[src/rtl/nand4_sweep_ctrl_if.sv]
// ---------------------------------------------------------------------------
// nand4_sweep_ctrl_if
//
// Purpose: bundles the request/result handshake and the gate-facing signals
// of the NAND4 sweep controller.
//
// Signals:
//   start      requester -> controller : request a sweep
//   y          gate      -> controller : observed NAND output
//   a,b,c,d    controller -> gate      : vector bits 3..0
//   busy       controller -> requester : sweep in progress
//   done       controller -> requester : one-cycle completion pulse
//   pass       controller -> requester : last sweep had no mismatches
//   err_cnt    controller -> requester : mismatch count (0..16)
//   fail_seen  controller -> requester : at least one mismatch
//   fail_idx   controller -> requester : index of first mismatch
//   cap_vec    controller -> requester : captured y per vector
//
// Modports:
//   master : the requester side (also models the gate output y)
//   slave  : the sweep controller
// ---------------------------------------------------------------------------
interface nand4_sweep_ctrl_if;
    logic        start;
    logic        y;
    logic        a;
    logic        b;
    logic        c;
    logic        d;
    logic        busy;
    logic        done;
    logic        pass;
    logic [4:0]  err_cnt;
    logic        fail_seen;
    logic [3:0]  fail_idx;
    logic [15:0] cap_vec;

    modport master (
        output start, y,
        input  a, b, c, d, busy, done, pass, err_cnt, fail_seen, fail_idx, cap_vec
    );

    modport slave (
        input  start, y,
        output a, b, c, d, busy, done, pass, err_cnt, fail_seen, fail_idx, cap_vec
    );
endinterface

[src/rtl/nand4_sweep_ctrl.sv]
// ---------------------------------------------------------------------------
// nand4_sweep_ctrl
//
// Purpose: on start, walks all 16 input combinations onto a four-input NAND
// gate, holds each for SETTLE_CYCLES clocks and checks the gate output at
// the end of each hold. Counts mismatches, remembers the first failing
// vector and reports pass/fail with a one-cycle done pulse.
//
// Parameters:
//   SETTLE_CYCLES  hold time per vector in clocks (legal 1..15)
//
// Ports:
//   clk    rising-edge clock
//   rst_n  asynchronous active-low reset
//   bus    nand4_sweep_ctrl_if.slave (start, y, a..d, busy, done, pass,
//          err_cnt, fail_seen, fail_idx, cap_vec)
//
// Build option:
//   NAND4_SWEEP_CAPTURE_EN  when defined, the y sample of every vector is
//                           stored in cap_vec; otherwise cap_vec reads 0.
// ---------------------------------------------------------------------------
module nand4_sweep_ctrl #(
    parameter int SETTLE_CYCLES = 2
) (
    input  logic               clk,
    input  logic               rst_n,
    nand4_sweep_ctrl_if.slave  bus
);

    typedef enum logic [1:0] {
        IDLE = 2'd0,
        RUN  = 2'd1,
        DONE = 2'd2
    } state_t;

    localparam logic [3:0] SC_LAST = 4'(SETTLE_CYCLES - 1);

    state_t      state_q, state_d;
    logic [3:0]  vec_q, vec_d;
    logic [3:0]  sc_q, sc_d;
    logic [4:0]  err_cnt_q, err_cnt_d;
    logic        fail_seen_q, fail_seen_d;
    logic [3:0]  fail_idx_q, fail_idx_d;
    logic        pass_q, pass_d;
`ifdef NAND4_SWEEP_CAPTURE_EN
    logic [15:0] cap_vec_q, cap_vec_d;
`endif

    logic        compare_now;
    logic        y_expected;
    logic        mismatch;

    // Expected value comes from the registered vector, never from y history.
    assign compare_now = (state_q == RUN) && (sc_q == SC_LAST);
    assign y_expected  = ~(&vec_q);
    assign mismatch    = (bus.y != y_expected);

    always_comb begin
        state_d     = state_q;
        vec_d       = vec_q;
        sc_d        = sc_q;
        err_cnt_d   = err_cnt_q;
        fail_seen_d = fail_seen_q;
        fail_idx_d  = fail_idx_q;
        pass_d      = pass_q;
`ifdef NAND4_SWEEP_CAPTURE_EN
        cap_vec_d   = cap_vec_q;
`endif
        case (state_q)
            IDLE: begin
                if (bus.start) begin
                    state_d     = RUN;
                    vec_d       = 4'd0;
                    sc_d        = 4'd0;
                    err_cnt_d   = 5'd0;
                    fail_seen_d = 1'b0;
                    fail_idx_d  = 4'd0;
                    pass_d      = 1'b0;
`ifdef NAND4_SWEEP_CAPTURE_EN
                    cap_vec_d   = 16'h0000;
`endif
                end
            end
            RUN: begin
                if (!compare_now) begin
                    sc_d = sc_q + 4'd1;
                end else begin
                    sc_d = 4'd0;
`ifdef NAND4_SWEEP_CAPTURE_EN
                    cap_vec_d[vec_q] = bus.y;
`endif
                    if (mismatch) begin
                        // Saturate rather than wrap; 16 is the natural maximum.
                        if (err_cnt_q != 5'h1F) begin
                            err_cnt_d = err_cnt_q + 5'd1;
                        end
                        if (!fail_seen_q) begin
                            fail_seen_d = 1'b1;
                            fail_idx_d  = vec_q;
                        end
                    end
                    if (vec_q == 4'hF) begin
                        state_d = DONE;
                    end else begin
                        vec_d = vec_q + 4'd1;
                    end
                end
            end
            DONE: begin
                pass_d  = (err_cnt_q == 5'd0);
                vec_d   = 4'd0;
                state_d = IDLE;
            end
            default: begin
                state_d = IDLE;
            end
        endcase
    end

    always_ff @(posedge clk or negedge rst_n) begin
        if (!rst_n) begin
            state_q     <= IDLE;
            vec_q       <= 4'd0;
            sc_q        <= 4'd0;
            err_cnt_q   <= 5'd0;
            fail_seen_q <= 1'b0;
            fail_idx_q  <= 4'd0;
            pass_q      <= 1'b0;
`ifdef NAND4_SWEEP_CAPTURE_EN
            cap_vec_q   <= 16'h0000;
`endif
        end else begin
            state_q     <= state_d;
            vec_q       <= vec_d;
            sc_q        <= sc_d;
            err_cnt_q   <= err_cnt_d;
            fail_seen_q <= fail_seen_d;
            fail_idx_q  <= fail_idx_d;
            pass_q      <= pass_d;
`ifdef NAND4_SWEEP_CAPTURE_EN
            cap_vec_q   <= cap_vec_d;
`endif
        end
    end

    assign bus.a         = vec_q[3];
    assign bus.b         = vec_q[2];
    assign bus.c         = vec_q[1];
    assign bus.d         = vec_q[0];
    assign bus.busy      = (state_q == RUN);
    assign bus.done      = (state_q == DONE);
    assign bus.pass      = pass_q;
    assign bus.err_cnt   = err_cnt_q;
    assign bus.fail_seen = fail_seen_q;
    assign bus.fail_idx  = fail_idx_q;
`ifdef NAND4_SWEEP_CAPTURE_EN
    assign bus.cap_vec   = cap_vec_q;
`else
    assign bus.cap_vec   = 16'h0000;
`endif

endmodule
[src/flat_wrapper.sv]
// flat-port wrapper written by rule: the top's interface ports become plain ports
module nand4_sweep_ctrl_flat 
#(
    parameter int SETTLE_CYCLES = 2
)
  (clk, rst_n, bus_start, bus_y, bus_a, bus_b, bus_c, bus_d, bus_busy, bus_done, bus_pass, bus_err_cnt, bus_fail_seen, bus_fail_idx, bus_cap_vec);
  nand4_sweep_ctrl_if bus_i ();
  input  logic clk;
  input  logic rst_n;
  input wire logic [$bits(bus_i.start)-1:0] bus_start;
  input wire logic [$bits(bus_i.y)-1:0] bus_y;
  output wire logic [$bits(bus_i.a)-1:0] bus_a;
  output wire logic [$bits(bus_i.b)-1:0] bus_b;
  output wire logic [$bits(bus_i.c)-1:0] bus_c;
  output wire logic [$bits(bus_i.d)-1:0] bus_d;
  output wire logic [$bits(bus_i.busy)-1:0] bus_busy;
  output wire logic [$bits(bus_i.done)-1:0] bus_done;
  output wire logic [$bits(bus_i.pass)-1:0] bus_pass;
  output wire logic [$bits(bus_i.err_cnt)-1:0] bus_err_cnt;
  output wire logic [$bits(bus_i.fail_seen)-1:0] bus_fail_seen;
  output wire logic [$bits(bus_i.fail_idx)-1:0] bus_fail_idx;
  output wire logic [$bits(bus_i.cap_vec)-1:0] bus_cap_vec;
  assign bus_i.start = bus_start;
  assign bus_i.y = bus_y;
  assign bus_a = bus_i.a;
  assign bus_b = bus_i.b;
  assign bus_c = bus_i.c;
  assign bus_d = bus_i.d;
  assign bus_busy = bus_i.busy;
  assign bus_done = bus_i.done;
  assign bus_pass = bus_i.pass;
  assign bus_err_cnt = bus_i.err_cnt;
  assign bus_fail_seen = bus_i.fail_seen;
  assign bus_fail_idx = bus_i.fail_idx;
  assign bus_cap_vec = bus_i.cap_vec;
  nand4_sweep_ctrl #(.SETTLE_CYCLES(SETTLE_CYCLES)) u_core (.clk(clk), .rst_n(rst_n), .bus(bus_i));
endmodule
[config.mk]
export PLATFORM = sky130hd
export DESIGN_NAME = nand4_sweep_ctrl_flat
export DESIGN_NICKNAME = d
export VERILOG_FILES = /design/src/rtl/nand4_sweep_ctrl_if.sv /design/src/rtl/nand4_sweep_ctrl.sv /design/src/flat_wrapper.sv
export SDC_FILE = /design/constraint.sdc
export NUM_CORES = 1
export LEC_CHECK = 0
export ABC_AREA = 1
export ABC_CLOCK_PERIOD_IN_PS = 1800
export CORE_MARGIN = 4
export CORE_UTILIZATION = 41
export CTS_CLUSTER_SIZE = 12
export DETAILED_ROUTE_END_ITERATION = 8
export PLACE_DENSITY = 0.7
export SYNTH_ARGS = -nofsm -noshare
export SYNTH_HDL_FRONTEND = slang
export SYNTH_SLANG_ARGS = --single-unit
[constraint.sdc]
create_clock -name clk -period 1.8 [get_ports clk]
set_input_delay 0.45 -clock clk [delete_from_list [all_inputs] [get_ports clk]]
set_output_delay 0.45 -clock clk [all_outputs]
set_load 0.02 [all_outputs]
; Yosys cells after proc, flatten, opt, wreduce, memory -nomap -nowiden
; Cells that the tools add are included.
[totals]
ff_bits = 21
wordCells = 62
[classes]
bitwise_logic = 1
addsub = 3
n_reduce_logical = 14
eq_ne = 13
muxes = 24
[ops]
columns = op, n
row1 = 4-bit 2-to-1 mux, 7
row2 = 5-bit 2-to-1 mux, 4
row3 = 4-bit one-hot mux with 2 select lines, 2
row4 = 4-bit one-hot mux with 3 select lines, 1
row5 = 4-bit AND reduction, 3
row6 = 5-bit one-hot mux with 2 select lines, 1
row7 = 5-bit AND reduction, 2
row8 = "4-bit by 1-bit adder with 4-bit output, second input constant", 2
row9 = "2-bit by 1-bit inequality test with 1-bit output, second input constant", 4
row10 = 2-bit 2-to-1 mux, 3
row11 = "2-bit inequality test, second input constant", 3
row12 = "5-bit by 1-bit adder with 5-bit output, second input constant", 1
row13 = 5-bit zero test, 1
row14 = "5-bit inequality test, second input constant", 1
row15 = "4-bit by 1-bit equality test with 1-bit output, second input constant", 1
row16 = "4-bit equality test, second input constant", 1
row17 = 1-bit one-hot mux with 2 select lines, 2
row18 = 2-bit one-hot mux with 2 select lines, 1
row19 = 2-bit AND reduction, 2
row20 = 2-bit nonzero test, 2
row21 = 1-bit 2-to-1 mux, 3
row22 = 3-bit AND reduction, 1
row23 = 3-bit nonzero test, 1
row24 = "2-bit by 1-bit equality test with 1-bit output, second input constant", 1
row25 = 5 further kinds, 5

; Depth between registers and ports, before layout
; Gate-level depths: netlist of the first run.
[logic_depth]
depth_word = 6
ltp_mapped = 9
ltp_nobuf = 9

; Worst setup path before layout of the first run
; OpenSTA, ideal clock, no wires.
[synth_timing]
kind = flip-flop to flip-flop
from = register u_core.err_cnt_q[0], in the netlist u_core.bus.err_cnt[0]
to = register u_core.err_cnt_q[0], in the netlist u_core.bus.err_cnt[0]
arrival_ns = 1.460
path_stages_with_launch = 10
synth_period_minus_slack_ns = 1.525
setup_time_ns = 0.065
setup_slack_ns = 0.275
n_path_buf = 0
t_required_ns = 1.735
path_cell_list = dfrtp_1 -> ha_1 -> nand2_1 -> nor2_1 -> ha_1 -> nand2_1 -> nand3_2 -> nor2_4 -> nand2_1 -> nand2_1
[synth_via]
elab_chain_len = 5
[synth_lines]
columns = element, line
row1 = from (decl), nand4_sweep_ctrl.sv:41  ; logic [4:0] err_cnt_q, err_cnt_d;
row2 = from (signal assigned), nand4_sweep_ctrl.sv:136  ; err_cnt_q <= err_cnt_d;
row3 = 5-bit by 1-bit adder with 5-bit output, nand4_sweep_ctrl.sv:95  ; err_cnt_d = err_cnt_q + 5'd1;
row4 = 5-bit 2-to-1 mux, nand4_sweep_ctrl.sv:94  ; if (err_cnt_q != 5'h1F) begin
row5 = 5-bit 2-to-1 mux, nand4_sweep_ctrl.sv:92  ; if (mismatch) begin
row6 = 5-bit 2-to-1 mux, nand4_sweep_ctrl.sv:85  ; if (!compare_now) begin
row7 = 5-bit one-hot mux with 2 select lines, nand4_sweep_ctrl.sv:69  ; case (state_q)
; Several ways; a longest one is shown, not always the timed one. The select of a mux whose other input is x is not followed.
; A chain may end at the register's enable or synchronous reset.

; Final worst setup path of the first run
[layout_timing]
from = register u_core.err_cnt_q[4], in the netlist u_core.bus.err_cnt[4]
to = output port bus_err_cnt[4]
[layout_lines]
columns = element, line
row1 = to (decl), flat_wrapper.sv:19  ; output wire logic [$bits(bus_i.err_cnt)-1:0] bus_err_cnt;
; No word-level cell between the ends.

==> impl.org, run 1 <==
** Detailed routing
- Number of DRC violations after detailed-routing iteration 0 :: 31
- Antenna Violating Nets Remaining :: 0
- Vias :: 1043
- Count of unresolved DRC violations after routing :: 0
- Dividing the detail-routed via count by the number of cells gives 4.40.
- Post-Route WL :: 2520 um
- TritonRoute pass-1 iters :: 4
- Average wire per cell in the routed design :: 10.6 um

** Timing
- Static timing analysis puts the maximum clock frequency at 568 MHz.
- The number of max-slew violations in the final report was 0.
- Setup Total Neg Slack :: 0 ns
- Crit path time final :: 1.76 ns
- Setup repair after global routing left no endpoint under its margin.
- Setup violations remaining at the end of the flow were counted as 0.
- Tcrit/Tclk final :: 97.9%
- Across the routed clock network, the largest skew measured is 0.00381 ns.
- Hold violation total from the final report :: 0

** Job
- Number of max-cap violations :: 0

** Critical path
- In this run the critical register-to-register path is launched from u_core.bus.err_cnt[0]$_DFFE_PN0P_.
- R2R Path End :: u_core.bus.err_cnt[0]$_DFFE_PN0P_
- The setup path with the least slack is of type flop to output pin.
- On the critical path the largest part of the delay comes from buffers and inverters.
- Crit path largest cell delay :: 0.62 ns
- Critical path startpoint category :: flop
- In this run the worst path has a maximum fanout of 3.
- Critical Path Source :: u_core.bus.err_cnt[4]$_DFFE_PN0P_
- Measured in cells, the most critical reg-to-reg path has a length of 9.
- Setup slack of the most critical reg-to-reg path :: 0.20 ns
- Slowest stage cell, crit path :: clkdlybuf4s50_1
- Type of destination of the critical path :: output pin
- Traced cell by cell, the critical path runs through clkdlybuf4s50_1.
- Critical path buffer and inverter count :: 1
- Required @ worst endpoint :: 1.35 ns
- Data arrival at the endpoint of the critical path :: 1.31 ns

** Final layout
- After filler insertion, the fill cell instance count of the layout stands at 317.
- Most used cells in the layout excluding fill and tap cells :: nand2_1 (39), inv_1 (23), dfrtp_1 (21), nor2_1 (16), conb_1 (16)
- Most common cell after layout, fill and taps aside :: nand2_1
- 0 antenna diodes ended up in the layout.
- Post-layout net count :: 204
- Share of post-route cells with drive strength above 1 :: 9.84%
- Compared with the post-synthesis result, the final layout area differs by 14.8%.

** Yosys
- Gate Count Post-Synth :: 170
- The Yosys step of the flow raised 0 warnings.
- The synthesized netlist contains 20 unique library cells.
- The synthesized netlist occupies a cell area of 1360 um2.
- Of the synthesized area, sequential elements account for 38.5%.
- Counting flops and latches in the post-synthesis netlist gives 21.
- A synthesized cell averages 8.02 um2.

** Placement
- At the end of routability-driven placement, the weighted congestion stood at 0.763.
- Port buffering added 20 buffers.
- Summed over all nets, the half-perimeter wirelength after detailed placement is 1910 um.

** GRT
- The number of antenna violations at the first check in global routing came to 0.
- Largest net degree at the start of global routing :: 22
- Overall fraction of global-route tracks in use :: 13.0%
- Global-route congestion overflow total :: 0
- The via count of the first global-routing pass came to 986.
- First-pass GRT wire length :: 4350 um

** Clock network
- Buffers inserted during clock tree synthesis total 3.
- For this design, the sink count on the clock tree is 21.
- Clock tree synthesis selected as its root buffer the cell clkbuf_4.
- In this run the post-CTS setup repair buffer count came out at 0.
- Worst-case clock buffer depth :: 2
- TritonCTS built the clock tree.
- Clock transition time at the flip-flop clock pins of the worst setup and hold paths :: 0.12 ns
- Clock H-tree levels :: 1
- Latest clock arrival within the worst-skew pair :: 0.30 ns

** Floorplan
- Core Rows :: 20
- Total I/O pin count :: 37
- Chip Height :: 65.7 um
- The total area inside the core boundary comes to 3130 um2.
- Once the floorplan was initialized, standard cells occupied 43.6% of the core.
- From left edge to right edge, the die measures 65.7 um.
- Die Outline Area :: 4310 um2

** Pwr
- Static leakage :: 0.852 nW
- Worst-case vdd ir drop :: 0.690 mV
- Dividing total power by cell area gives a power density of 1570 nW/um2.
- Overall power :: 2.46 mW

** Worst hold path
- The worst hold path belongs to the class primary input to asynchronous set/reset pin.

** Outcome
- The run finished with clean final reports.
-- cells by family after synthesis --
logic type	count (synthesis)	share of synthesized area, %
AOI/OAI and AO/OA	20	9.27
and+or+nand+nor	73	25.3
adders and majority gates	6	5.50
xor gates and xnor gates	5	3.21
DFF	21	38.5
other	1	0.275
buffers and inverters	44	17.9
-- area by class of cell --
type                    count  area (um2)  area share, %
repair buffers             23         214           13.7
inverters                  25        93.8           6.00
well taps                  44        55.1           3.52
flip-flops and latches     21         526           33.6
multi-input cells         120         651           41.6
clock buffers               4        26.3           1.68
-- cells in the mapped netlist, drive strengths merged --
cell type / instances / share of area, %
nand3: 11 / 5.9
nand2: 41 / 12
inv: 25 / 6.9
buf: 19 / 11
dfrtp: 21 / 39
o21ai: 7 / 2.6
o22ai: 3 / 1.4
a21oi: 1 / 0.37
ha: 6 / 5.5
xor2: 3 / 1.9
nand4: 2 / 0.92
xnor2: 2 / 1.3
nor2: 19 / 6.9
conb: 1 / 0.27
o21bai: 9 / 5.0
-- worst max-delay path by stage --
stage	endpoint	slack, ns	cells past startpoint
floorplan	u_core.bus.err_cnt[0]$_DFFE_PN0P_	0.27	9
global placement	bus_done	0.05	3
detailed placement	u_core.bus.err_cnt[0]$_DFFE_PN0P_	0.04	7
CTS	bus_err_cnt[1]	0.007	1
global route	bus_fail_idx[1]	0.001	1
finish	bus_err_cnt[4]	0.04	1
-- metal layers --
metal	part of all wire (%)	track usage, %	vias to the layer above
met4	1.5	6.22	0
li1	-	-	543
met1	50	17.6	468
met3	4.3	1.54	4
met5	0	0	-
met2	44	20.5	28
-- flip-flops by register name, indices dropped and copies added, names as in the netlist --
| name | flops |
|---|---|
| u_core.sc_q | 4 |
| u_core.bus.pass | 1 |
| u_core.bus.fail_idx | 4 |
| u_core.vec_q | 4 |
| u_core.bus.err_cnt | 5 |
| u_core.state_q | 2 |
| u_core.bus.fail_seen | 1 |
-- per-stage QoR --
stage                     cells  utilization, %  hold slack [ns]  instance area, um2  setup WS [ns]
after floorplan             185               -            0.154                1420          0.275
after global placement      233            49.5            0.508                1550         0.0499
after detailed placement    233            49.5            0.519                1550         0.0408
after CTS                   237            50.0            0.489                1570        0.00671
after global routing        237            50.0            0.492                1570       0.000952
final                       237            50.0            0.483                1570         0.0383
-- report_power, final --
group / switching [mW] / internal [mW] / leakage, nW
combinational: 0.951 / 0.507 / 0.557
clock: 0.140 / 0.0863 / 0.0150
sequential: 0.149 / 0.626 / 0.280
total: 1.24 / 1.22 / 0.852
-- what timing repair did --
item                       CTS  global route
hold buffers                 0             0
gates resized for setup      9             3
setup endpoints to repair    8             3
hold endpoints to repair     0             0
No activity file was read; power rests on OpenSTA's default activity.
==> inputs of run 2 (changes only) <==
- DONT_BUFFER_PORTS: not set -> 1
- PLACE_DENSITY: 0.7 -> not set
==> impl.org, run 2 (synthesized netlist as in run 1, its figures left out) <==
** Floorplan
- The die height came to 65.7 um (unchanged).
- Die Wd :: 65.7 um (unchanged)
- Core Rows :: 20 (unchanged)
- Effective utilization at floorplan :: 43.6% (unchanged)
- Die Outline Area :: 4310 um2 (unchanged)
- The core area is 3130 um2 (unchanged).
- Total I/O pin count :: 37 (unchanged)

** Detailed routing
- The total number of vias came to 991 (-5.0%).
- The detailed-router iteration count before antenna repair was 4 (unchanged).
- Antenna Violating Nets Remaining :: 0 (unchanged)
- Post-Route WL :: 2570 um (+1.8%)
- The final routed wire length divided by cell count was 11.5 um (+8.2%).
- Ratio of routed vias to standard cells :: 4.44 (+0.98%)
- The DRC violation count after routing came to 0 (unchanged).
- Number of DRC violations after detailed-routing iteration 0 :: 31 (unchanged)

** Clock network
- The number of CTS-inserted buffers was 3 (unchanged).
- Clock tree synthesis selected as its root buffer the cell clkbuf_4.
- Clock Sinks :: 21 (unchanged)
- Latest clock arrival within the worst-skew pair :: 0.30 ns (about the same)
- The hold-fix buffer count after cts is 1 (+1).
- The clock-pin slew of the registers on the worst-case setup and hold paths was 0.12 ns (about the same).
- The number of gates resized after CTS came to 0 (-9).
- Post-CTS setup buffer count :: 0 (unchanged)
- TritonCTS built the clock tree.
- The H-tree depth reported by CTS is 1 (unchanged).
- The maximum number of buffers from clock root to sink came to 2 (unchanged).

** Timing
- The setup skew after layout came to 0.00394 ns (+0.000129 ns).
- The count of endpoints failing setup in the final report came to 0 (unchanged).
- The number of max-slew violations in the final report was 0 (unchanged).
- Tcrit/Tclk final :: 93.0% (-4.8 points)
- Setup repair after global routing left no endpoint under its margin.
- The number of endpoints with negative hold slack in the final report came to 0 (unchanged).
- Maximum clock frequency :: 597 MHz (+5.2%)
- The sum of negative setup slack is 0 ns (unchanged).
- At the pin with the least slew margin, the transition time is 0.963 ns.
- Crit path time final :: 1.67 ns (-0.0872 ns)
- Max transition margin :: 35.6%

** Placement
- Input/output buffers :: 0 (-100%)
- The placer congestion estimate came to 0.847 (+11%).
- The number of placed instances, taps included came to 218 (-6.4%).
- The detailed placement HPWL is 2000 um (+4.4%).

** Pwr
- The maximum ir drop on the vdd rail came to 0.853 mV (+23%).
- The leakage power of the design is 0.760 nW (-11%).
- Cell internal pwr :: 1.13 mW (-7.6%)
- The part of the power in the clock network came to 9.8% (+0.6 points).
- Power share of the combinational group :: 56.3% (-3.0 points)
- The switching power total is 1.23 mW (-1.2%).
- Proportion of total power due to net switching :: 52.1% (+1.7 points)
- The power per cell area is 1650 nW/um2 (+5.3%).
- The part of the power in registers is 33.8% (+2.3 points).

** Critical path
- Data arrival at the endpoint of the critical path :: 1.22 ns (-0.09 ns)
- Setup slack of the most critical reg-to-reg path :: 0.28 ns (+0.08 ns)
- Critical path startpoint category :: flop
- Type of destination of the critical path :: output pin
- The critical path is of the flop to output pin type.
- The largest fanout on the critical path was 9 (+6).
- Required @ worst endpoint :: 1.35 ns (about the same)

** Final layout
- Final-layout fill cell count :: 333 (+5.0%)
- The count of non-filler cells in the finished layout is 223 (-5.9%).
- Max reg flops :: 5 (unchanged)
- The library cells used most frequently in the layout, excluding fill and tap cells, are nand2_1 (39), inv_1 (23), dfrtp_1 (21), nor2_1 (16), conb_1 (16).
- The area taken by multi-input logic gates came to 651 um2 (unchanged).
- Most common cell after layout, fill and taps aside :: nand2_1
- Number of antenna cells inserted :: 0 (unchanged)
- The area growth from synthesis to layout is 4.22%.
- The share of layout cells above drive strength 1 is 12.8% (+3.0 points).
- The combined flip-flop and latch cell area was 526 um2 (unchanged).
- Post-layout net count :: 190 (-6.9%)

** GRT
- Number of antenna violations at the first check in global routing :: 0 (unchanged)
- Via count of the first global-routing pass :: 962 (-2.4%)
- The wire length of the first global-routing pass is 4270 um (-1.9%).
- The global-route total usage across every layer was 12.9% (-0.095 points).
- GR Util met1 :: 16.4% (-1.2 points)
- Top Usage Layer GRT :: met2
- The largest net degree at the start of global routing was 22 (unchanged).
- The global routing usage on met3 came to 4.96% (+3.4 points).
- The remaining global-route overflow is 0 (unchanged).
- Met2 GRT Util :: 20.2% (-0.38 points)

** Outcome
- Result of the run :: finished, final reports clean

** Worst hold path
- Type of the most critical hold path :: primary input to flop

** Job
- Number of max-cap violations :: 0 (unchanged)
## run 2: changes by cell type in the layout (fill, tap and decap cells not counted)
cell	delta
buf_4	+5
clkbuf_2	-1
clkdlybuf4s50_1	-10
dlygate4sd2_1	-7
dlygate4sd3_1	+1
dlymetal6s2s_1	-2
## run 2: routing by layer
| layer | part of all wire, % | wire [um] |
|---|---|---|
| met1 | 47 | 1200 |
| met3 | 7.1 | 182 |
| met5 | 0 | 0 |
| met2 | 46 | 1170 |
| met4 | 0.55 | 14 |
## run 2: area by class of cell
class | count | area share [%]
clock buffers | 4 | 1.85
inverters | 25 | 6.60
multi-input cells | 120 | 45.8
flip-flops and latches | 21 | 37.0
well taps | 44 | 3.87
repair buffers | 9 | 4.93
## run 2: metrics by stage
stage | power (mW) | utilization, % | cell area, um2 | hold slack, ns | worst slack (ns)
3_5_place_dp | 2.14 | 44.3 | 1390 | 0.155 | 0.295
3_3_place_gp | 2.11 | 44.3 | 1390 | 0.155 | 0.339
6_report | 2.35 | 45.4 | 1420 | 0.344 | 0.125
5_1_grt | 2.60 | 45.4 | 1420 | 0.342 | 0.0230
2_1_floorplan | 1.90 | - | 1420 | 0.154 | 0.275
4_1_cts | 2.39 | 45.4 | 1420 | 0.340 | 0.110
## run 2: power by group through the flow
| stage | Sequential [mW] | Clock, mW | Combinational (mW) |
|---|---|---|---|
| after floorplan | 0.881 | 0 | 1.02 |
| after global placement | 0.803 | 0 | 1.31 |
| after global routing | 0.815 | 0.260 | 1.53 |
| final | 0.796 | 0.231 | 1.32 |
| after detailed placement | 0.808 | 0 | 1.33 |
| after CTS | 0.798 | 0.238 | 1.35 |
## run 2: final timing paths
path	startpoint	cells past startpoint	end
worst min-delay path	bus_start	2	u_core.state_q[0]$_DFFE_PN0P_
min in group asynchronous	rst_n	1	u_core.vec_q[2]$_DFFE_PN0P_
max in group asynchronous	rst_n	1	u_core.bus.fail_idx[0]$_DFFE_PN0P_
worst max-delay path	u_core.state_q[0]$_DFFE_PN0P_	3	bus_busy
worst min register to register	u_core.sc_q[0]$_DFFE_PN0P_	1	u_core.sc_q[0]$_DFFE_PN0P_
worst max register to register	u_core.bus.err_cnt[0]$_DFFE_PN0P_	9	u_core.bus.err_cnt[4]$_DFFE_PN0P_
## run 2: worst max-delay path, cell delays in order, from the launching register on
cell and delay, ns:
dfrtp_1 0.42, inv_2 0.07, nor2_4 0.21, buf_4 0.22
==> inputs of run 3 (changes only) <==
- ABC_AREA: 1 -> not set
- REMOVE_ABC_BUFFERS: not set -> 1
==> impl.org, run 3 <==
** GRT
- The remaining global-route overflow came to 0 (unchanged).
- The number of antenna violations at the first check in global routing was 0 (unchanged).
- First-pass GRT wire length :: 4460 um (+4.4%)
- The via count of the first global-routing pass is 925 (-3.8%).
- The largest net degree at the start of global routing is 22 (unchanged).
- The global-route total usage across every layer is 13.7% (+0.78 points).

** Critical path
- The data arrival time at the worst-slack endpoint was 1.97 ns (+0.75 ns).
- Required @ worst endpoint :: 2.05 ns (+0.70 ns)
- Number of cells traversed by the worst register-to-register path :: 5 (-4)
- Setup slack of the most critical reg-to-reg path :: 0.08 ns (-0.20 ns)
- STA classifies the critical path startpoint as a flop.
- Class of the most critical setup path :: flop to flop
- CP Capture Point :: u_core.bus.err_cnt[3]$_DFFE_PN0P_
- Crit Path Max Fanout :: 3 (-6)
- Type of destination of the critical path :: flop
- The worst register-to-register path ends at u_core.bus.err_cnt[3]$_DFFE_PN0P_.
- The worst register-to-register path begins at u_core.bus.err_cnt[0]$_DFFE_PN0P_.
- Critical Path Source :: u_core.bus.err_cnt[0]$_DFFE_PN0P_

** Clock network
- The clock sink count is 21 (unchanged).
- The source-to-sink clock delay at the later pin of the worst-skew pair was 0.31 ns (about the same).
- The number of CTS-inserted buffers was 3 (unchanged).
- Clock transition time at the flip-flop clock pins of the worst setup and hold paths :: 0.13 ns (about the same)
- Root Buffer Master :: clkbuf_4
- The H-tree depth reported by CTS is 1 (unchanged).
- Clock tree from TritonCTS :: built
- The maximum number of buffers from clock root to sink is 2 (unchanged).

** Final layout
- The share of layout cells above drive strength 1 was 20.4% (+7.6 points).
- Layout Utilization :: 47.2% (+1.8 points)
- Max reg flops :: 5 (unchanged)
- Most common cell after layout, fill and taps aside :: dfrtp_1
- Cell Count, Final, Fillers Out :: 191 (-14%)
- The diode insertion count for antenna repair came to 0 (unchanged).
- Area growth from synthesis to layout :: 10.8%
- Leaving out fill and tap cells, the most frequent cells in the layout are dfrtp_1 (21), conb_1 (16), buf_4 (16), nand2_1 (13), inv_1 (12).
- Post-layout net count :: 158 (-17%)

** Yosys
- Synthesized-area fraction occupied by ao, oa, aoi and oai cells :: 11.4% (+2.2 points)
- The yosys synthesis warning count is 0 (unchanged).
- The share of synthesized area spent on multiplexers was 8.53% (+8.5 points).
- Post-Synth Adder-Cell Area :: 5.81% (+0.31 points)
- Synthesized-area fraction occupied by xor and xnor cells :: 2.13% (-1.1 points)
- Gate Count Post-Synth :: 132 (-22%)
- Cell types with the largest area share after synthesis :: dfrtp_1 (41%), buf_4 (9.3%), mux2i_1 (8.5%)
- Synth cell types :: 36 (+80%)
- The area share of the leading cell type in the synthesized netlist is 40.7% (+2.2 points).
- Post-synth top cells :: dfrtp_1 (21), buf_4 (16), nand2_1 (13), inv_1 (12), mux2i_1 (11)
- Synthesized area per cell :: 9.78 um2 (+22%)
- After synthesis, the largest family of logic cells by area is simple AND/OR/NAND/NOR gates.
- The sequential-to-total area share from yosys stat was 40.7% (+2.2 points).
- The register bit count reported by yosys came to 21 (unchanged).
- The synthesized cell area is 1290 um2 (-5.3%).
- In the post-synthesis netlist, the cell with the most instances is dfrtp_1.
- Post-synth EDFFs :: 0 (unchanged)
- Area fraction in and, or, nand and nor cells after synthesis :: 15.7% (-9.6 points)
- Dominant register cell in the synthesized netlist :: dfrtp_1
- Of all cell types, the one taking the most synthesized area is dfrtp_1.
- Fraction of registers with async set or reset after synthesis :: 100% (unchanged)

** Timing
- The post-layout minimum cycle time came to 1.72 ns (+0.0451 ns).
- Tcrit/Tclk final :: 95.5% (+2.5 points)
- The number of max-slew violations in the final report was 0 (unchanged).
- The count of endpoints failing setup in the final report was 0 (unchanged).
- The final hold slack came to 0.387 ns (+0.0429 ns).
- Maximum clock frequency :: 582 MHz (-2.6%)
- Post-route setup slack :: 0.0804 ns (-0.0451 ns)
- Setup repair after global routing left no endpoint under its margin.
- The setup skew after layout came to 0.00872 ns (+0.00478 ns).
- Max transition margin :: 34.8% (-0.85 points)
- Transition time at the pin with the least slew margin :: 0.975 ns (+0.0127 ns)
- Setup Total Neg Slack :: 0 ns (unchanged)
- Hold violation total from the final report :: 0 (unchanged)

** Worst hold path
- The worst hold path belongs to the class primary input to flop.
- In this run the most critical hold path is launched from bus_start.
- Hold Crit Depth :: 3 (+1)

** Placement
- The detailed placement HPWL is 2080 um (+4.5%).
- The number of placed instances, taps included was 184 (-16%).
- The number of input and output port buffers inserted was 0 (unchanged).
- GPL Wtd Cong :: 0.799 (-5.6%)
- Pre-CTS worst setup slack :: 0.0333 ns (-0.262 ns)

** Pwr
- The combinational group share of total power is 49.2% (-7.1 points).
- The part of the power in the clock network is 10.7% (+0.9 points).
- The switching part of the total power was 45.3% (-6.8 points).
- Relative contribution of sequential cells to total power :: 40.0% (+6.2 points)
- Worst-case vdd ir drop :: 0.757 mV (-11%)
- The power per cell area came to 1560 nW/um2 (-5.6%).
- Cell internal pwr :: 1.22 mW (+8.6%)
- Static leakage :: 0.713 nW (-6.2%)
- Switching power :: 1.01 mW (-17%)

** Detailed routing
- The total number of vias came to 953 (-3.8%).
- Average wire per cell in the routed design :: 14.5 um (+26%)
- Antenna Violating Nets Remaining :: 0 (unchanged)
- Post-Route WL :: 2760 um (+7.6%)
- Count of unresolved DRC violations after routing :: 0 (unchanged)
- Number of DRC violations after detailed-routing iteration 0 :: 31 (unchanged)
- Ratio of routed vias to standard cells :: 4.99 (+12%)
- TritonRoute pass-1 iters :: 4 (unchanged)

** Floorplan
- The starting utilization of the core area is 42.6% (-0.96 points).
- The die height was 64.1 um (-2.4%).
- The die footprint came to 4110 um2 (-4.7%).
- Die Wd :: 64.1 um (-2.4%)
- Core area :: 3030 um2 (-3.2%)
- Core Rows :: 20 (unchanged)
- Total I/O pin count :: 37 (unchanged)

** Job
- Number of max-cap violations :: 0 (unchanged)

** Outcome
- The run finished with clean final reports.
[run 3: changes by cell type after synthesis, sizes merged, moves of 7 or more]
cell / delta
mux2i: +11
o21bai: -7
inv: -13
nand3: -8
nor2: -16
nand2: -27
[run 3: kinds of logic (layout without fill, tap and decap cells)]
| group | after synthesis | after routing |
|---|---|---|
| mux | 11 | 11 |
| buf+inv | 33 | 33 |
| simple gates | 37 | 37 |
| xor+xnor | 1 | 1 |
| flops | 21 | 21 |
| other cells | 1 | 16 |
| compound gates | 22 | 22 |
| fa+ha+maj | 6 | 6 |
[run 3: worst min-delay path by stage]
| stage | slack, ns | endpoint |
|---|---|---|
| CTS | 0.38 | u_core.bus.fail_seen$_DFFE_PN0P_ |
| detailed placement | 0.16 | u_core.vec_q[1]$_DFFE_PN0P_ |
| global placement | 0.16 | u_core.vec_q[1]$_DFFE_PN0P_ |
| finish | 0.39 | u_core.bus.fail_seen$_DFFE_PN0P_ |
| global route | 0.40 | u_core.vec_q[0]$_DFFE_PN0P_ |
| floorplan | 0.15 | u_core.bus.err_cnt[0]$_DFFE_PN0P_ |
[run 3: through the flow]
step / power [mW] / instance area, um2
finish: 2.23 / 1430
global route: 2.43 / 1430
CTS: 2.17 / 1390
detailed placement: 1.92 / 1350
global placement: 1.88 / 1350
floorplan: 1.56 / 1190
[run 3: power groups by stage]
stage | Combinational [mW] | Sequential, mW | Clock, mW
after floorplan | 0.534 | 1.02 | 0
after global routing | 1.24 | 0.921 | 0.272
after global placement | 0.992 | 0.892 | 0
after detailed placement | 1.02 | 0.901 | 0
after CTS | 1.03 | 0.890 | 0.250
final | 1.10 | 0.894 | 0.240
[run 3: cell type report]
type | count | area [um2]
inverter | 12 | 45.0
clock buffer | 3 | 22.5
tap | 44 | 55.1
sequential | 21 | 526
timing repair buffer | 17 | 130
fill | 308 | 1600
multi-input combinational | 93 | 647
clock inverter | 1 | 5.00
[run 3: worst max-delay path, cell delays in order, from the launching register on]
cell     delay, ns
dfrtp_1       0.41
ha_1          0.22
and3_1        0.19
ha_1          0.23
nor4_1        0.39
mux2i_1       0.22
[run 3: repair_timing]
action	CTS	global route
setup endpoints to repair	0	8
buffers inserted	0	2
hold buffers	1	0
hold endpoints to repair	21	0
resized for setup	0	7
[run 3: metal layers]
metal | track usage, % | part of all wire [%]
met2 | 23.9 | 50
met3 | 6.33 | 7.4
met4 | 1.58 | 0
met5 | 0 | 0
met1 | 15.8 | 43
